File: src/rtl/instr_fetch_queue.sv
// ============================================================================
// instr_fetch_queue
//
// Purpose:
//   Instruction fetch stage placed directly after the program counter. A
//   redirect loads a new fetch target. The stage then streams sequential word
//   fetches (PC, PC+4, ...) to instruction memory over a valid/ready request
//   channel. In-order responses are buffered in a small queue, and each
//   instruction is presented to decode with its PC under a valid/ready
//   handshake. A redirect flushes the queue and arranges for every response
//   still in flight to be dropped when it arrives.
//
// Parameters:
//   DEPTH     - queue entries, and also the maximum number of outstanding
//               memory requests (power of two, >= 2)
//   RESET_PC  - fetch address used after reset
//
// Ports:
//   clk             in   single clock, rising edge
//   rst_n           in   asynchronous active-low reset
//   fetch_en        in   allows new memory requests to issue
//   redirect        in   1-cycle pulse: flush and restart fetch at pc_in
//   pc_in   [31:0]  in   redirect target
//   imem_req_valid  out  fetch request valid
//   imem_req_ready  in   memory accepts the request
//   imem_req_addr   out  word-aligned fetch address
//   imem_rsp_valid  in   response beat (in order, no backpressure)
//   imem_rsp_data   in   instruction word
//   inst_valid      out  queue head valid
//   inst_ready      in   decode accepts the head
//   inst_data [31:0] out head instruction
//   inst_pc   [31:0] out PC of the head instruction
//   misalign_err    out  sticky misaligned-redirect flag
//                        (exists only when IFQ_MISALIGN_CHECK_EN is defined)
//
// Configuration macro:
//   IFQ_MISALIGN_CHECK_EN - when defined, a redirect to a target that is not
//   word aligned sets misalign_err and parks the fetch FSM in IDLE until
//   fetch_en is deasserted and then reasserted. When undefined, pc_in[1:0]
//   is ignored.
// ============================================================================
module instr_fetch_queue #(
    parameter int unsigned DEPTH    = 4,
    parameter logic [31:0] RESET_PC = 32'h0000_0000
) (
    input  logic        clk,
    input  logic        rst_n,
    input  logic        fetch_en,
    input  logic        redirect,
    input  logic [31:0] pc_in,
    output logic        imem_req_valid,
    input  logic        imem_req_ready,
    output logic [31:0] imem_req_addr,
    input  logic        imem_rsp_valid,
    input  logic [31:0] imem_rsp_data,
    output logic        inst_valid,
    input  logic        inst_ready,
    output logic [31:0] inst_data,
    output logic [31:0] inst_pc
`ifdef IFQ_MISALIGN_CHECK_EN
    ,
    output logic        misalign_err
`endif
);

    // Counter width covers the range 0..DEPTH inclusive. Queue pointers wrap
    // naturally because DEPTH is a power of two.
    localparam int CW = $clog2(DEPTH + 1);
    localparam int AW = $clog2(DEPTH);
    localparam int SW = CW + 1;
    localparam logic [SW-1:0] DEPTH_S = SW'(DEPTH);
    localparam logic [CW-1:0] CNT_ONE = CW'(1);

    typedef enum logic {
        IDLE  = 1'b0,
        FETCH = 1'b1
    } state_t;

    state_t        r_state;
    logic [31:0]   r_fetch_pc;
    logic [31:0]   r_rsp_pc;
    logic [CW-1:0] r_count;
    logic [CW-1:0] r_outstanding;
    logic [CW-1:0] r_discard;
    logic [AW-1:0] r_wr_ptr;
    logic [AW-1:0] r_rd_ptr;
    logic [31:0]   r_q_data [DEPTH];
    logic [31:0]   r_q_pc   [DEPTH];

    logic          w_slot_avail;
    logic          w_req_fire;
    logic          w_req_stalled;
    logic          w_rsp_acc;
    logic          w_rsp_drop;
    logic          w_push;
    logic          w_pop;
    logic          w_start_blocked;
    logic [31:0]   w_target;
    logic [CW-1:0] w_outstanding_next;

    // ------------------------------------------------------------------------
    // Request channel and handshake decode
    // ------------------------------------------------------------------------

    // A request may issue only if the queue can hold its response. The queue
    // entries and the responses still in flight together must stay below
    // DEPTH, so every issued request already owns a slot.
    assign w_slot_avail   = ({1'b0, r_count} + {1'b0, r_outstanding}) < DEPTH_S;
    assign imem_req_valid = (r_state == FETCH) && w_slot_avail;
    assign imem_req_addr  = r_fetch_pc;
    assign w_req_fire     = imem_req_valid && imem_req_ready;
    assign w_req_stalled  = imem_req_valid && !imem_req_ready;

    // A beat that arrives while nothing is outstanding has no reserved slot.
    // It is a protocol error and is ignored completely.
    assign w_rsp_acc  = imem_rsp_valid && (r_outstanding != '0);
    assign w_rsp_drop = w_rsp_acc && (r_discard != '0);
    assign w_push     = w_rsp_acc && (r_discard == '0);

    // The decode handshake is masked during a redirect cycle, so a flush
    // never races a pop.
    assign inst_valid = (r_count != '0) && !redirect;
    assign w_pop      = inst_valid && inst_ready;
    assign inst_data  = r_q_data[r_rd_ptr];
    assign inst_pc    = r_q_pc[r_rd_ptr];

    assign w_target           = {pc_in[31:2], 2'b00};
    assign w_outstanding_next = r_outstanding + CW'(w_req_fire) - CW'(w_rsp_acc);

`ifdef IFQ_MISALIGN_CHECK_EN
    logic r_misalign_hold;
    logic w_misalign;

    assign w_misalign      = redirect && (pc_in[1:0] != 2'b00);
    assign w_start_blocked = r_misalign_hold;
`else
    logic w_unused_pc_lsb;

    assign w_unused_pc_lsb = ^pc_in[1:0];
    assign w_start_blocked = 1'b0;
`endif

    // ------------------------------------------------------------------------
    // Fetch FSM
    // ------------------------------------------------------------------------

    // IDLE/FETCH control. Leaving FETCH waits until no request is stalled
    // mid-handshake, so a valid request is never withdrawn because fetch_en
    // dropped. A misaligned redirect, when the check is built in, parks the
    // FSM in IDLE and holds it there until fetch_en has been deasserted once.
    always_ff @(posedge clk or negedge rst_n) begin
        if (!rst_n) begin
            r_state <= IDLE;
`ifdef IFQ_MISALIGN_CHECK_EN
            r_misalign_hold <= 1'b0;
            misalign_err    <= 1'b0;
`endif
        end else begin
            case (r_state)
                IDLE: begin
                    if (fetch_en && !w_start_blocked) begin
                        r_state <= FETCH;
                    end
                end
                FETCH: begin
                    if (!fetch_en && !w_req_stalled) begin
                        r_state <= IDLE;
                    end
                end
                default: r_state <= IDLE;
            endcase
`ifdef IFQ_MISALIGN_CHECK_EN
            if (w_misalign) begin
                r_state         <= IDLE;
                r_misalign_hold <= 1'b1;
                misalign_err    <= 1'b1;
            end else if (!fetch_en) begin
                r_misalign_hold <= 1'b0;
            end
`endif
        end
    end

    // ------------------------------------------------------------------------
    // Addresses, counters and queue pointers
    // ------------------------------------------------------------------------

    // A redirect overrides every other update. After a redirect, each request
    // still in flight is stale. That includes a request that handshakes in the
    // redirect cycle itself. It excludes a response consumed in that cycle,
    // whether the response was pushed or dropped. The stale count is therefore
    // exactly the next outstanding count.
    always_ff @(posedge clk or negedge rst_n) begin
        if (!rst_n) begin
            r_fetch_pc    <= RESET_PC;
            r_rsp_pc      <= RESET_PC;
            r_count       <= '0;
            r_outstanding <= '0;
            r_discard     <= '0;
            r_wr_ptr      <= '0;
            r_rd_ptr      <= '0;
        end else if (redirect) begin
            r_fetch_pc    <= w_target;
            r_rsp_pc      <= w_target;
            r_count       <= '0;
            r_outstanding <= w_outstanding_next;
            r_discard     <= w_outstanding_next;
            r_wr_ptr      <= '0;
            r_rd_ptr      <= '0;
        end else begin
            if (w_req_fire) begin
                r_fetch_pc <= r_fetch_pc + 32'd4;
            end
            r_outstanding <= w_outstanding_next;
            if (w_rsp_drop) begin
                r_discard <= r_discard - CNT_ONE;
            end
            if (w_push) begin
                r_rsp_pc <= r_rsp_pc + 32'd4;
                r_wr_ptr <= r_wr_ptr + 1'b1;
            end
            if (w_pop) begin
                r_rd_ptr <= r_rd_ptr + 1'b1;
            end
            r_count <= r_count + CW'(w_push) - CW'(w_pop);
        end
    end

    // ------------------------------------------------------------------------
    // Queue storage
    // ------------------------------------------------------------------------

    // Queue storage. Every entry is reset, so the head reads as zero out of
    // reset. A beat that arrives in a redirect cycle is stale and is not
    // written.
    always_ff @(posedge clk or negedge rst_n) begin
        if (!rst_n) begin
            for (int i = 0; i < DEPTH; i++) begin
                r_q_data[i] <= '0;
                r_q_pc[i]   <= '0;
            end
        end else if (w_push && !redirect) begin
            r_q_data[r_wr_ptr] <= imem_rsp_data;
            r_q_pc[r_wr_ptr]   <= r_rsp_pc;
        end
    end

endmodule

File: config.mk
export PLATFORM = sky130hd
export DESIGN_NAME = instr_fetch_queue
export DESIGN_NICKNAME = d
export VERILOG_FILES = /design/src/rtl/instr_fetch_queue.sv
export SDC_FILE = /design/constraint.sdc
export NUM_CORES = 1
export LEC_CHECK = 0
export CAP_MARGIN = 40
export CORE_MARGIN = 1.5
export CORE_UTILIZATION = 34
export CTS_BUF_LIST = sky130_fd_sc_hd__clkbuf_2
export CTS_CLUSTER_DIAMETER = 100
export CTS_CLUSTER_SIZE = 30
export DETAILED_ROUTE_END_ITERATION = 16
export GPL_ROUTABILITY_DRIVEN = 0
export PLACE_DENSITY_LB_ADDON = 0.3
export SLEW_MARGIN = 15
export SYNTH_ARGS = -nofsm -noshare
export SYNTH_HDL_FRONTEND = slang
export SYNTH_SLANG_ARGS = --single-unit
File: constraint.sdc
create_clock -name clk -period 4 [get_ports clk]
set_clock_uncertainty 0.1 [all_clocks]
set_input_delay 0.4 -clock clk [delete_from_list [all_inputs] [get_ports clk]]
set_output_delay 0.4 -clock clk [all_outputs]
set_load 0.02 [all_outputs]
==> reports/results.txt <==
Worst Setup End Kind -> output port
GR Util All Layers -> 0.155
Initial Utilization -> 0.345
Max Cap Viol -> 0
First-pass GRT wire length -> 54600 microns
Synth warnings -> 0
Hold depth -> 6
H-tree levels -> 1
Layout overhead on the synthesized area -> 22.5%
FF-to-FF path depth -> 6
Layout Nets -> 1330
Leak pwr -> 0.00786 uW
Post-cts gate resize count -> 0
1st-iter DRT viols -> 475
Fin crit share -> 0.932
Die area -> 45100 sq um
Post-Place Cells -> 1740
Routed Wire Length -> 34600 microns
Fin Setup TNS -> 0 ns
CTS tree -> built
Critical path required time -> 3.50 ns
Post-synthesis sequential area ratio -> 0.541
Root Buffer -> clkbuf_2
Antenna violations before repair -> 3
Vias in the first global route -> 9489
Die height -> 212 microns
FF-to-FF Start -> r_count[2]
Clk buf depth -> 3
Worst Max-Slew Pin Slew -> 0.813 ns
Slew Limit Fails -> 0
Synthesized netlist cell count -> 1031
Final hold viol count -> 0
Simple-gate share of the synthesized area -> 0.0558
Area of the mapped netlist -> 14900 sq um
Hold path startpoint -> imem_rsp_valid
FMAX -> 0.268 GHz
Fillers -> 4062
Post-Synth Adder-Cell Area -> 0.0144
Hold Path End -> r_discard[2]
Via-to-Cell Ratio -> 4.95
Critical path fanouts, max -> 21
Predominant post-synthesis flop cell -> dfrtp_1
Syn Area/Cell -> 14.5 sq um
CP startpoint kind -> flop
WS Path Type -> flop to output port
Fin crit period -> 3.73 ns
R2r setup slk -> 0.81 ns
Final Util -> 0.423
FP Rows -> 76
Worst Hold Margin -> 0.204 ns
Wire per inst -> 18.8 microns
Post-synthesis compound-gate area fraction -> 0.0131
Cts bufs inserted -> 15
Number of I/O pins -> 169
Core footprint -> 43200 sq um
RSZ-0062 raised after global routing -> no
Post-Synth XOR/XNOR Area -> 0.0341
Largest net degree at the start of global routing -> 94
Number of synthesized flops with an enable pin -> 0
Hold WC Path Type -> primary input to flop
Port buffer count -> 162
Yosys reg bits -> 322
# setup viols final -> 0
Synth cell types -> 43
Crit path DAT -> 3.23 ns
Worst vdd ir -> 0.000279 V
Ys async rst share -> 1.00
Clk_lat worst skew -> 1.01 ns
Via count -> 9088
Remaining DRCs -> 0
P per Cell Area -> 541 nW/um^2
Clock sink count -> 322
End of the worst register-to-register path -> imem_req_addr[31]
Mux contribution to synthesized area -> 0.316
Main combinational cell family by area after synthesis -> multiplexers
Status -> finished clean
Total gr overflow -> 0
HPWL Detailed -> 22300 microns
Cell Count, Final, Fillers Out -> 1836
Routed Antenna Nets -> 0
Share of cells above drive strength 1 -> 0.336
Die Width -> 212 microns
Slew headroom -> 0.458
Clock-pin slew on the worst setup and hold paths -> 0.56 ns
DRT Pass-1 Iters -> 4
==> critical path, cell delays in order, from the launching register on <==
cell             delay, ns
dfrtp_4               0.77
buf_12                0.28
mux4_2                0.52
clkdlybuf4s50_1       0.63
==> state kept, by name (all words and copies together) (netlist names) <==
name	count
r_rd_ptr	2
r_wr_ptr	2
imem_req_addr	30
r_count	3
r_outstanding	3
r_state	1
r_rsp_pc	30
r_discard	3
r_q_data	128
r_q_pc	120
==> cells in the final DEF, fill, tap and decap left out, types with 10 or more instances in the layout <==
cell / synthesis / final
mux4_2: 62 / 62
nand3_1: 14 / 14
dfrtp_1: 322 / 320
nand2_1: 31 / 31
xor2_1: 24 / 24
xnor2_1: 34 / 34
clkdlybuf4s50_1: 0 / 161
nor2_1: 20 / 20
clkbuf_2: 0 / 18
nor4_1: 11 / 11
inv_1: 24 / 23
nor3_1: 17 / 16
mux2_2: 290 / 290
dlygate4sd3_1: 0 / 68
ha_1: 14 / 14
buf_12: 0 / 10
nand4_1: 23 / 23
buf_4: 4 / 19
==> power by group <==
group / internal (uW) / total (uW) / switching, uW
Sequential: 4010 / 4520 / 511
Combinational: 2310 / 4120 / 1810
Clock: 206 / 1220 / 1020
Total: 6530 / 9870 / 3340
==> how the worst max path moves through the flow <==
stage,cells past startpoint,from,to
2_1_floorplan,7,r_count[2],imem_req_addr[31]
3_3_place_gp,6,r_count[2],imem_req_addr[31]
3_5_place_dp,6,r_count[2],imem_req_addr[31]
4_1_cts,3,r_rd_ptr[0],inst_pc[2]
5_1_grt,3,r_rd_ptr[0],inst_pc[2]
6_report,3,r_rd_ptr[0],inst_pc[2]
==> synth_stat cells, drive strengths merged, types with 2 or more instances <==
cell / count / area [sq um]
nor2: 20 / 75.1
xor2: 24 / 210
and3: 12 / 75.1
inv: 24 / 90.1
mux2: 290 / 3270
ha: 14 / 175
nor3: 17 / 85.1
a21oi: 8 / 40.0
or3: 5 / 36.3
o21ai: 5 / 25.0
nand4: 23 / 144
clkbuf: 49 / 184
and4: 3 / 26.3
fa: 2 / 40.0
and2: 4 / 25.0
nand2b: 4 / 25.0
buf: 21 / 103
nand3: 14 / 70.1
mux4: 62 / 1400
a31oi: 4 / 25.0
o31a: 3 / 26.3
nor4: 12 / 81.3
xnor2: 34 / 298
or4: 2 / 18.8
o31ai: 3 / 22.5
nor4b: 3 / 26.3
mux2i: 5 / 50.1
nand2: 31 / 116
dfrtp: 322 / 8060
a21boi: 4 / 30.0
==> repair_timing <==
| action | 4_1_cts | 5_1_grt |
|---|---|---|
| setup endpoints to repair | 17 | 0 |
| hold buffers | 69 | 0 |
| buffers inserted | 1 | 0 |
| endpoints found under the hold margin | 520 | 0 |
==> cells by family after synthesis <==
| group | count (synthesis) |
|---|---|
| flops | 322 |
| other cells | 1 |
| compound gates | 30 |
| simple gates | 153 |
| fa+ha+maj | 16 |
| buf+inv | 94 |
| mux | 357 |
| xor+xnor | 58 |
==> cell type report <==
type                            instances  area [sq um]  share of cell area
Timing Repair Buffer                  262          2710               0.149
Sequential cell                       322          8060               0.442
Clock inverter                          6          75.1             0.00411
Inverter                               24          90.1             0.00494
Multi-Input combinational cell        618          6490               0.356
Clock buffer                           17          85.1             0.00466
Antenna cell                            2          5.00            0.000274
Tap cell                              585           732              0.0401
==> per-stage QoR <==
stage          setup slack (ns)  area [sq um]  total power, uW
6_report                  0.272         18200             9870
4_1_cts                   0.115         18200            10000
2_1_floorplan              1.03         14900             6960
5_1_grt                  0.0152         18200            10500
3_3_place_gp              0.906         17300             8580
3_5_place_dp              0.855         17300             8660
==> layer usage <==
| metal | GRT usage | part of all wire |
|---|---|---|
| met5 | 0 | 0.0014 |
| met4 | 0.0293 | 0.013 |
| met3 | 0.0279 | 0.049 |
| met2 | 0.256 | 0.47 |
| met1 | 0.215 | 0.46 |
Note: power is estimated with default switching activity, not from simulation.
